==> config.mk <==
export PLATFORM = sky130hd
export DESIGN_NAME = mmio_bridge
export DESIGN_NICKNAME = d
export VERILOG_FILES = /design/src/rtl/mmio_pkg.sv /design/src/rtl/mmio_wait_timer.sv /design/src/rtl/mmio_bridge.sv
export SDC_FILE = /design/constraint.sdc
export NUM_CORES = 1
export LEC_CHECK = 0
export CORE_ASPECT_RATIO = 0.9
export CORE_MARGIN = 1.5
export CORE_UTILIZATION = 42
export DETAILED_ROUTE_END_ITERATION = 16
export MAX_ROUTING_LAYER = met4
export PLACE_DENSITY = 0.83
export SYNTH_ARGS = -nofsm -noshare
export SYNTH_HDL_FRONTEND = slang
export SYNTH_SLANG_ARGS = --single-unit
==> constraint.sdc <==
create_clock -name clk -period 2.3 [get_ports clk]
set_input_delay 0.46 -clock clk [delete_from_list [all_inputs] [get_ports clk]]
set_output_delay 0.46 -clock clk [all_outputs]
set_load 0.01 [all_outputs]
==> src/rtl/mmio_pkg.sv <==
// mmio_pkg: definitions shared by the MMIO bridge and its wait timer.
//   - state_e       : bridge FSM states
//   - TIMER_BASE_HI : upper address half that selects the timer peripheral
//   - CONFIG_OFF / LOAD_OFF : timer register offsets (lower address half)
//   - resp_t        : response payload {rdata, err}
//   - addr_hit()    : peripheral window decode
package mmio_pkg;

  typedef enum logic [2:0] {
    ST_IDLE  = 3'd0,
    ST_WRITE = 3'd1,
    ST_READ  = 3'd2,
    ST_WAIT  = 3'd3,
    ST_RESP  = 3'd4
  } state_e;

  localparam logic [15:0] TIMER_BASE_HI = 16'h3FF5;
  localparam logic [15:0] CONFIG_OFF    = 16'hF000;
  localparam logic [15:0] LOAD_OFF      = 16'hF020;

  typedef struct packed {
    logic [31:0] rdata;
    logic        err;
  } resp_t;

  function automatic logic addr_hit(input logic [31:0] addr,
                                    input logic [15:0] base_hi);
    return addr[31:16] == base_hi;
  endfunction

endpackage

==> src/rtl/mmio_wait_timer.sv <==
// mmio_wait_timer: clearable 16-bit cycle counter used to bound the read
// data wait of the MMIO bridge.
// Ports:
//   clk     in  clock
//   rst     in  asynchronous active-low reset
//   clr_in  in  synchronous clear to 0 (wins over en_in)
//   en_in   in  increment by one this cycle
//   expired out counter has reached LIMIT-1
module mmio_wait_timer #(
  parameter int unsigned LIMIT = 16
) (
  input  logic clk,
  input  logic rst,
  input  logic clr_in,
  input  logic en_in,
  output logic expired_out
);

  localparam logic [15:0] LAST = 16'(LIMIT - 1);

  logic [15:0] cnt_q, cnt_d;

  always_comb begin
    cnt_d = cnt_q;
    if (clr_in) begin
      cnt_d = 16'd0;
    end else if (en_in) begin
      cnt_d = cnt_q + 16'd1;
    end
  end

  always_ff @(posedge clk or negedge rst) begin
    if (!rst) begin
      cnt_q <= 16'd0;
    end else begin
      cnt_q <= cnt_d;
    end
  end

  assign expired_out = (cnt_q == LAST);

endmodule

==> src/rtl/mmio_bridge.sv <==
// mmio_bridge: single-outstanding bridge from a valid/ready request channel
// to the timer peripheral strobe interface.
//
// Handshake rule (both channels): a transfer happens in a cycle where valid
// and ready are both 1 at the rising edge; a producer holds valid and its
// payload stable until that cycle.
//
// Ports:
//   clk, rst            clock, asynchronous active-low reset
//   req_*               request channel in (addr, wdata, we), req_ready_out
//   resp_*              response channel out (rdata, err), resp_ready_in
//   addr_out/data_out   address/data to peripheral, held between accepts
//   wr_out/rd_out       one-cycle write/read strobes
//   rd_valid_in/data_in read return from peripheral (only honoured in WAIT)
//   state_dbg_out       current FSM state (mmio_pkg::state_e encoding)
//
// Build option: define MMIO_BRIDGE_TIMEOUT_EN to bound the WAIT state to
// TIMEOUT_CYCLES cycles (timeout returns err=1). Without it WAIT only exits
// on rd_valid_in and no counter exists.
module mmio_bridge
  import mmio_pkg::*;
#(
  parameter logic [15:0] BASE_HI        = TIMER_BASE_HI,
  parameter int unsigned TIMEOUT_CYCLES = 16
) (
  input  logic        clk,
  input  logic        rst,
  input  logic        req_valid_in,
  output logic        req_ready_out,
  input  logic [31:0] req_addr_in,
  input  logic [31:0] req_wdata_in,
  input  logic        req_we_in,
  output logic        resp_valid_out,
  input  logic        resp_ready_in,
  output logic [31:0] resp_rdata_out,
  output logic        resp_err_out,
  output logic [31:0] addr_out,
  output logic [31:0] data_out,
  output logic        wr_out,
  output logic        rd_out,
  input  logic        rd_valid_in,
  input  logic [31:0] data_in,
  output logic [2:0]  state_dbg_out
);

  if (TIMEOUT_CYCLES < 1 || TIMEOUT_CYCLES > 65535) begin : g_bad_timeout
    $error("mmio_bridge: TIMEOUT_CYCLES must be in 1..65535");
  end

  state_e      state_q, state_d;
  logic [31:0] addr_q, addr_d;
  logic [31:0] data_q, data_d;
  resp_t       resp_q, resp_d;

`ifdef MMIO_BRIDGE_TIMEOUT_EN
  logic tmr_clr, tmr_en, tmr_expired;

  mmio_wait_timer #(
    .LIMIT (TIMEOUT_CYCLES)
  ) u_wait_timer (
    .clk         (clk),
    .rst         (rst),
    .clr_in      (tmr_clr),
    .en_in       (tmr_en),
    .expired_out (tmr_expired)
  );
`endif

  always_comb begin
    state_d = state_q;
    addr_d  = addr_q;
    data_d  = data_q;
    resp_d  = resp_q;
`ifdef MMIO_BRIDGE_TIMEOUT_EN
    tmr_clr = 1'b0;
    tmr_en  = 1'b0;
`endif
    case (state_q)
      ST_IDLE: begin
        if (req_valid_in) begin
          // Address/data are latched even on a miss so the peripheral bus
          // always reflects the last accepted request.
          addr_d = req_addr_in;
          data_d = req_wdata_in;
          if (!addr_hit(req_addr_in, BASE_HI)) begin
            resp_d  = '{rdata: 32'h0, err: 1'b1};
            state_d = ST_RESP;
          end else if (req_we_in) begin
            state_d = ST_WRITE;
          end else begin
            state_d = ST_READ;
          end
        end
      end
      ST_WRITE: begin
        resp_d  = '{rdata: 32'h0, err: 1'b0};
        state_d = ST_RESP;
      end
      ST_READ: begin
`ifdef MMIO_BRIDGE_TIMEOUT_EN
        tmr_clr = 1'b1;
`endif
        state_d = ST_WAIT;
      end
      ST_WAIT: begin
        // Read data beats a simultaneous timeout.
        if (rd_valid_in) begin
          resp_d  = '{rdata: data_in, err: 1'b0};
          state_d = ST_RESP;
        end
`ifdef MMIO_BRIDGE_TIMEOUT_EN
        else if (tmr_expired) begin
          resp_d  = '{rdata: 32'h0, err: 1'b1};
          state_d = ST_RESP;
        end else begin
          tmr_en = 1'b1;
        end
`endif
      end
      ST_RESP: begin
        if (resp_ready_in) begin
          state_d = ST_IDLE;
        end
      end
      default: begin
        state_d = ST_IDLE;
      end
    endcase
  end

  always_ff @(posedge clk or negedge rst) begin
    if (!rst) begin
      state_q <= ST_IDLE;
      addr_q  <= 32'h0;
      data_q  <= 32'h0;
      resp_q  <= '0;
    end else begin
      state_q <= state_d;
      addr_q  <= addr_d;
      data_q  <= data_d;
      resp_q  <= resp_d;
    end
  end

  // Strobes decode registered state, so they are clean one-cycle pulses
  // and drop to 0 the moment reset is asserted.
  assign req_ready_out  = (state_q == ST_IDLE);
  assign wr_out         = (state_q == ST_WRITE);
  assign rd_out         = (state_q == ST_READ);
  assign resp_valid_out = (state_q == ST_RESP);
  assign resp_rdata_out = resp_q.rdata;
  assign resp_err_out   = resp_q.err;
  assign addr_out       = addr_q;
  assign data_out       = data_q;
  assign state_dbg_out  = state_q;

endmodule

* Word-level counts from Yosys, hierarchy flattened
Cells that the tools add are included.
W data, S select, Z words.
** Storage, ports and cells
- Register bits after elaboration :: 100
- Word-level logic and storage cells :: 29
- Output and inout port bits :: 104
- Bits of input ports :: 102
** Operators by class
- Muxes and demuxes :: 10
- Reduce and logical (&&, ||, !) cells :: 5
- Equality and inequality tests :: 9
** Operators by type and width (count)
- $mux W33 :: 3
- $pmux W33 S3 :: 1
- $eq A16 B14 Y1 const B :: 1
- $pmux W3 S5 :: 1
- $mux W3 :: 4
- $eq A3 B2 Y1 const B :: 2
- $ne A2 B2 Y1 const B :: 3
- $reduce_and A4 Y1 :: 1
- $eq A3 B1 Y1 const B :: 1
- $eq A3 B3 Y1 const B :: 1
- $logic_not A3 Y1 :: 1
- $reduce_and A3 Y1 :: 1
- $reduce_bool A3 Y1 :: 1
- $mux W2 :: 1
- $ne A2 B1 Y1 const B :: 1
- $reduce_and A2 Y1 :: 1

* Logic depth before layout (Yosys ltp)
Gate-level depths: netlist of run 1.
- Depth after elaboration :: 4
- Gate-level depth with buffers :: 6
- Mapped depth without buffers :: 3

* Worst setup path before layout of run 1
No wires, ideal clock.
- Path type :: in2reg
- From :: input req_addr_in[30]
- To :: register resp_q (netlist bit resp_rdata_out[10])
- Buffers on the path :: 2
- Required time :: 2.220 ns
- Path slack :: 0.635 ns
- Library setup time :: 0.080 ns
- Cell stages on the path :: 5
- Arrival time :: 1.584 ns
- Path through :: nand4b_1 > or4_1 > buf_4 > buf_6 > o211ai_2
** Between the ends
- Cells in the longest elaborated chain, start to end :: 3
** RTL lines
- start: declaration :: line mmio_bridge.sv:30 : input logic [31:0] req_addr_in,
- $eq A16 B14 Y1 :: line mmio_pkg.sv:28 : return addr[31:16] == base_hi;
- $ne A2 B2 Y1 (no source line)
- $reduce_and A4 Y1 (no source line)
- end signal: assignment :: line mmio_bridge.sv:141 : resp_q <= resp_d;
- end: declaration :: line mmio_bridge.sv:53 : resp_t resp_q, resp_d;
Every way passes these cells.
A chain may end at the register's enable or synchronous reset.

* Worst setup path after layout of run 1
- From :: register state_q[2] (netlist: state_dbg_out[2])
- To :: output resp_valid_out
** Between the ends
- Cells in the longest elaborated chain, start to end :: 1
** RTL lines
- start: declaration :: line mmio_bridge.sv:50 : state_e state_q, state_d;
- start signal: assignment :: line mmio_bridge.sv:138 : state_q <= state_d;
- $eq A3 B3 Y1 :: line mmio_bridge.sv:150 : assign resp_valid_out = (state_q == ST_RESP);
- end: declaration :: line mmio_bridge.sv:33 : output logic resp_valid_out,
Every way passes these cells.

==> results of run 1 <==
==> power breakdown <==
| group | switching (mW) | internal [mW] |
|---|---|---|
| Clock | 0.645 | 0.862 |
| Sequential | 0.156 | 2.02 |
| Combinational | 0.519 | 0.902 |
==> layout make-up <==
type	count	area (µm²)
inverters	1	3.75
flip-flops and latches	100	2500
well taps	133	166
repair buffers	224	2230
clock buffers	10	239
fillers	823	3640
multi-input cells	219	1930
clock inverters	5	52.6
==> stage by stage <==
step | cells | setup slack [ns] | area (µm²) | util
2_1_floorplan | 350 | 0.635 | 4610 | -
3_3_place_gp | 677 | -0.0621 | 6840 | 0.635
3_5_place_dp | 677 | -0.136 | 6840 | 0.635
4_1_cts | 692 | 0.0808 | 7130 | 0.662
5_1_grt | 692 | 0.0329 | 7130 | 0.662
6_report | 692 | 0.121 | 7130 | 0.662
==> cells in the mapped netlist, types with 2 or more instances <==
cell type / number / area [µm²]
nand3b_1: 2 / 15.0
buf_6: 8 / 90.1
mux2_4: 38 / 571
nand2b_1: 3 / 18.8
o211ai_2: 29 / 363
nand2_1: 65 / 244
nand4b_1: 2 / 17.5
nor2_1: 2 / 7.51
buf_2: 4 / 20.0
dfrtp_1: 100 / 2500
nor3b_1: 2 / 15.0
o211ai_1: 36 / 270
clkbuf_1: 17 / 63.8
mux2_1: 26 / 293
==> critical path, cell delays in order, from the launching register on <==
cell,delay (ns)
dfrtp_1,0.51
nor3b_1,0.29
clkdlybuf4s50_1,0.59
==> metal layers <==
| layer | wire (µm) | vias up | global-route usage | share of wire |
|---|---|---|---|---|
| met4 | 207 | 0 | 0.0760 | 0.017 |
| met3 | 720 | 15 | 0.0522 | 0.058 |
| met1 | 5100 | 1801 | 0.277 | 0.41 |
| li1 | - | 1670 | - | - |
| met2 | 6410 | 137 | 0.363 | 0.52 |
| met5 | 0 | - | - | 0 |
==> worst max path at each step <==
stage	from	endpoint	slack [ns]	depth (start not counted)
2_1_floorplan	req_addr_in[30]	resp_rdata_out[10]	0.64	5
3_3_place_gp	req_addr_in[30]	resp_rdata_out[1]	-0.06	5
3_5_place_dp	req_addr_in[30]	resp_rdata_out[1]	-0.14	5
4_1_cts	state_dbg_out[2]	resp_valid_out	0.08	2
5_1_grt	state_dbg_out[2]	resp_valid_out	0.03	2
6_report	state_dbg_out[2]	resp_valid_out	0.12	2
==> sequential cells by signal, indices dropped and copies added (netlist names) <==
register / count
addr_out: 32
data_out: 32
resp_err_out: 1
resp_rdata_out: 32
state_dbg_out: 3
==> kinds of logic (layout without fill, tap and decap cells) <==
| family | Yosys count | in the layout |
|---|---|---|
| flops | 100 | 100 |
| simple gates | 85 | 85 |
| compound gates | 70 | 70 |
| mux | 64 | 64 |
| buf+inv | 31 | 240 |
==> results.json, run 1 <==
{
  "gr-usage-all-layers": 0.223,
  "syn-instance-count": 350,
  "antenna_cells": 0,
  "postRouteAntennaNets": 0,
  "synthesis.nets": 452,
  "cp-end-kind": "primary output",
  "hold_violations": 0,
  "ioPinCount": 206,
  "clkSinkCount": 100,
  "fp.dieW_um": 113,
  "fmaxAchievable_mhz": 459,
  "rows": 36,
  "tritoncts": "built",
  "root_buffer": "clkbuf_16",
  "clock_path_buffers": 2,
  "synthSimpleGateAreaFrac": 0.0852,
  "reg2reg_from": "state_dbg_out[2]",
  "cts_setup_buffers": 0,
  "yosysWarningCount": 0,
  "tns_ns": 0,
  "die_h_um": 102,
  "portBuffers": 205,
  "first_pass_iters": 4,
  "start_util": 0.429,
  "arrival_ns": 1.72,
  "regToRegSetupSlack_ns": 0.51,
  "yosysSeqAreaShare": 0.542,
  "hold_class": "in2async",
  "synthMuxAreaShare": 0.187,
  "p_total_mw": 5.10,
  "most-common-layout-cells": "204 x clkdlybuf4s50_1, 100 x dfrtp_1, 65 x nand2_1",
  "rsz0062_at_grt": "no",
  "wl_per_cell_um": 18.0,
  "gp_congestion": 0.816,
  "synth_flop_cell": "dfrtp_1",
  "drt-vias-per-instance": 5.24,
  "startpoint_type": "flop",
  "grt_remaining_overflow": 0,
  "status": "completed",
  "async_flop_share": 1.00,
  "synth-xor-area-share": 0,
  "worst_pin_slew_ns": 0.582,
  "htree_num_levels": 3,
  "synth_adder_area_share": 0,
  "relSlewSlack": 0.612,
  "final-setup-viol-count": 0,
  "synth_area_mm2": 0.00461,
  "core_area_mm2": 0.0108,
  "drc": 0,
  "cap_viol_max_count": 0,
  "routed_wl_um": 12400,
  "synth_compound_area_frac": 0.145,
  "antenna_found_initial": 0,
  "cp_data_required_time_ns": 1.84,
  "grt_pass1_wl_um": 19700,
  "irDropWorstVdd_v": 0.000467,
  "holdWs_ns": 0.116,
  "cp_max_fo": 9,
  "period_needed_ns": 2.18,
  "layout_commonest_cell": "clkdlybuf4s50_1",
  "synth_top_family_by_area": "multiplexers",
  "drive_above_1_share": 0.190,
  "die-area_mm2": 0.0116,
  "synth_edf_count": 0,
  "synth.distinct_cells": 30,
  "clk_latency_ns": 0.34,
  "clk_pin_slew_worst_paths_ns": 0.07,
  "fin_crit_sh": 0.948,
  "layout.nets": 657,
  "power.density_mw_per_mm2": 715,
  "grt_max_degree": 51,
  "cts_made_buffers": 9,
  "reg2reg_to": "addr_out[18]",
  "fin_skew_ns": 0.00493,
  "worst_r2r_path_depth": 5,
  "dpl.hpwl_um": 9060,
  "ys_ff_latch": 100,
  "vias": 3623,
  "hold_buffers": 0,
  "syn_area_per_cell_um2": 13.2,
  "area_delta_synth_final_pct": 54.5,
  "drt_iter0_drc": 146,
  "p_leak_nw": 3.02,
  "worst-setup-path-type": "reg2out",
  "maxSlewViolCount": 0,
  "cts_resized": 0,
  "first_global_vias": 3839
}
Note: power is estimated with default switching activity, not from simulation.
==> run 2, diff against run 1 <==
Settings changed: CTS_CLUSTER_SIZE set to 24.
==> results of run 2 <==
Final layout, timing and power as in run 1 (identical DEF).
==> run 3, diff against run 2 <==
Settings changed: RECOVER_POWER set to 100.
==> run 3 against run 2 <==
Against the previous run:
- maximum frequency about the same
- register-to-register slack worse by 0.25 ns
- cell count unchanged
- first-iteration DRC count up 1.4%
- sequential share of layout area up 1.6 points
- non-clock buffer count unchanged
- global-route usage unchanged
- critical path depth unchanged
- sequential cell count unchanged
- hold slack better by 0.19 ns
- core utilization down 2.8 points
- clock power about the same
- highest routed layer unchanged
==> results.json, run 3 (synthesis gave the netlist of run 1 again) <==
{
  "arrival_ns": 1.72,
  "hold_buffers": 0,
  "clk_latency_ns": 0.34,
  "n_fill_cell": 888,
  "cp.buffers_inverters": 1,
  "layout_commonest_cell": "dlygate4sd3_1",
  "htree_num_levels": 3,
  "drt_iter0_drc": 148,
  "drt-vias-per-instance": 5.28,
  "grt_pass1_wl_um": 19700,
  "wl_per_cell_um": 18.0,
  "path_delay_family": "buffers and inverters",
  "cpPeakStageDelay_ns": 0.59,
  "p_leak_nw": 2.84,
  "layout.nets": 657,
  "die_h_um": 102,
  "die-area_mm2": 0.0116,
  "fin_crit_sh": 0.948,
  "vias": 3655,
  "hold_class": "in2async",
  "cp_data_required_time_ns": 1.84,
  "gp_congestion": 0.816,
  "grt_max_degree": 51,
  "fmaxAchievable_mhz": 458,
  "startpoint_type": "flop",
  "hold_violations": 0,
  "worst_pin_slew_ns": 1.08,
  "drc": 0,
  "gr-usage-all-layers": 0.223,
  "power.density_mw_per_mm2": 712,
  "period_needed_ns": 2.18,
  "dpl.hpwl_um": 9060,
  "cts_made_buffers": 9,
  "drive_above_1_share": 0.0805,
  "ioPinCount": 206,
  "fin_skew_ns": 0.00501,
  "cts_setup_buffers": 0,
  "place_area_mm2": 0.00684,
  "most-common-layout-cells": "103 x dlygate4sd3_1, 101 x clkdlybuf4s50_1, 100 x dfrtp_1",
  "irDropWorstVdd_v": 0.000445,
  "status": "completed",
  "setup_ws_ns": 0.119,
  "cp_max_fo": 9,
  "postRouteAntennaNets": 0,
  "core_area_mm2": 0.0108,
  "cp-end-kind": "primary output",
  "worst-setup-path-type": "reg2out",
  "dp_slack_ns": -0.136,
  "root_buffer": "clkbuf_16",
  "rows": 36,
  "final-setup-viol-count": 0,
  "fp.dieW_um": 113,
  "routed_wl_um": 12500,
  "layoutNonFillerInstCount": 692,
  "critPathSlowestCell": "clkdlybuf4s50_1",
  "area_delta_synth_final_pct": 47.9,
  "first_pass_iters": 4,
  "antenna_found_initial": 0,
  "final_util": 0.634,
  "clock_path_buffers": 2,
  "rsz0062_at_grt": "no",
  "maxSlewViolCount": 0,
  "cap_viol_max_count": 0,
  "start_util": 0.429,
  "post-place-cells": 677,
  "relSlewSlack": 0.277,
  "cts_resized": 0,
  "antenna_cells": 0,
  "clk_pin_slew_worst_paths_ns": 0.07,
  "design_area_mm2": 0.00682,
  "worstPathCellList": "nor3b_1, clkdlybuf4s50_1",
  "first_global_vias": 3839,
  "grt_remaining_overflow": 0,
  "portBuffers": 205,
  "p_total_mw": 4.86,
  "clkSinkCount": 100,
  "tritoncts": "built"
}
==> run 3: area by class of cell <==
type	count	area, µm²	area share
flip-flops and latches	100	2500	0.367
multi-input cells	219	1680	0.246
repair buffers	224	2180	0.319
clock inverters	5	52.6	0.00770
well taps	133	166	0.0244
inverters	1	3.75	0.000550
clock buffers	10	239	0.0350
==> run 3: where the power goes <==
part	switching [mW]	leakage [nW]	internal [mW]	total, mW
logic	0.509	1.45	0.684	1.19
registers	0.139	1.24	2.01	2.15
clock network	0.652	0.144	0.862	1.51
total	1.30	2.84	3.56	4.86
==> run 3: layer usage <==
metal / share of wire / up-vias / GRT usage
met1: 0.41 / 1828 / 0.277
met4: 0.018 / 0 / 0.0760
met3: 0.056 / 15 / 0.0522
met5: 0 / - / -
met2: 0.51 / 134 / 0.363
li1: - / 1678 / -
==> run 3: final timing paths <==
path | from | end | slack, ns | cells past startpoint
max | state_dbg_out[2] | resp_valid_out | 0.12 | 2
min | rst | resp_rdata_out[19] | 0.31 | 1
max reg2reg | state_dbg_out[2] | addr_out[14] | 0.26 | 5
min reg2reg | addr_out[20] | addr_out[20] | 0.49 | 1
max in group asynchronous | rst | data_out[11] | 0.64 | 2
min in group clk | addr_out[20] | addr_out[20] | 0.49 | 1
==> run 3: stage by stage <==
step,hold WS (ns),setup TNS (ns)
after floorplan,0.164,0
after global placement,0.474,-1.04
after detailed placement,0.481,-2.53
after CTS,0.133,0
after global routing,0.390,0
final,0.311,0
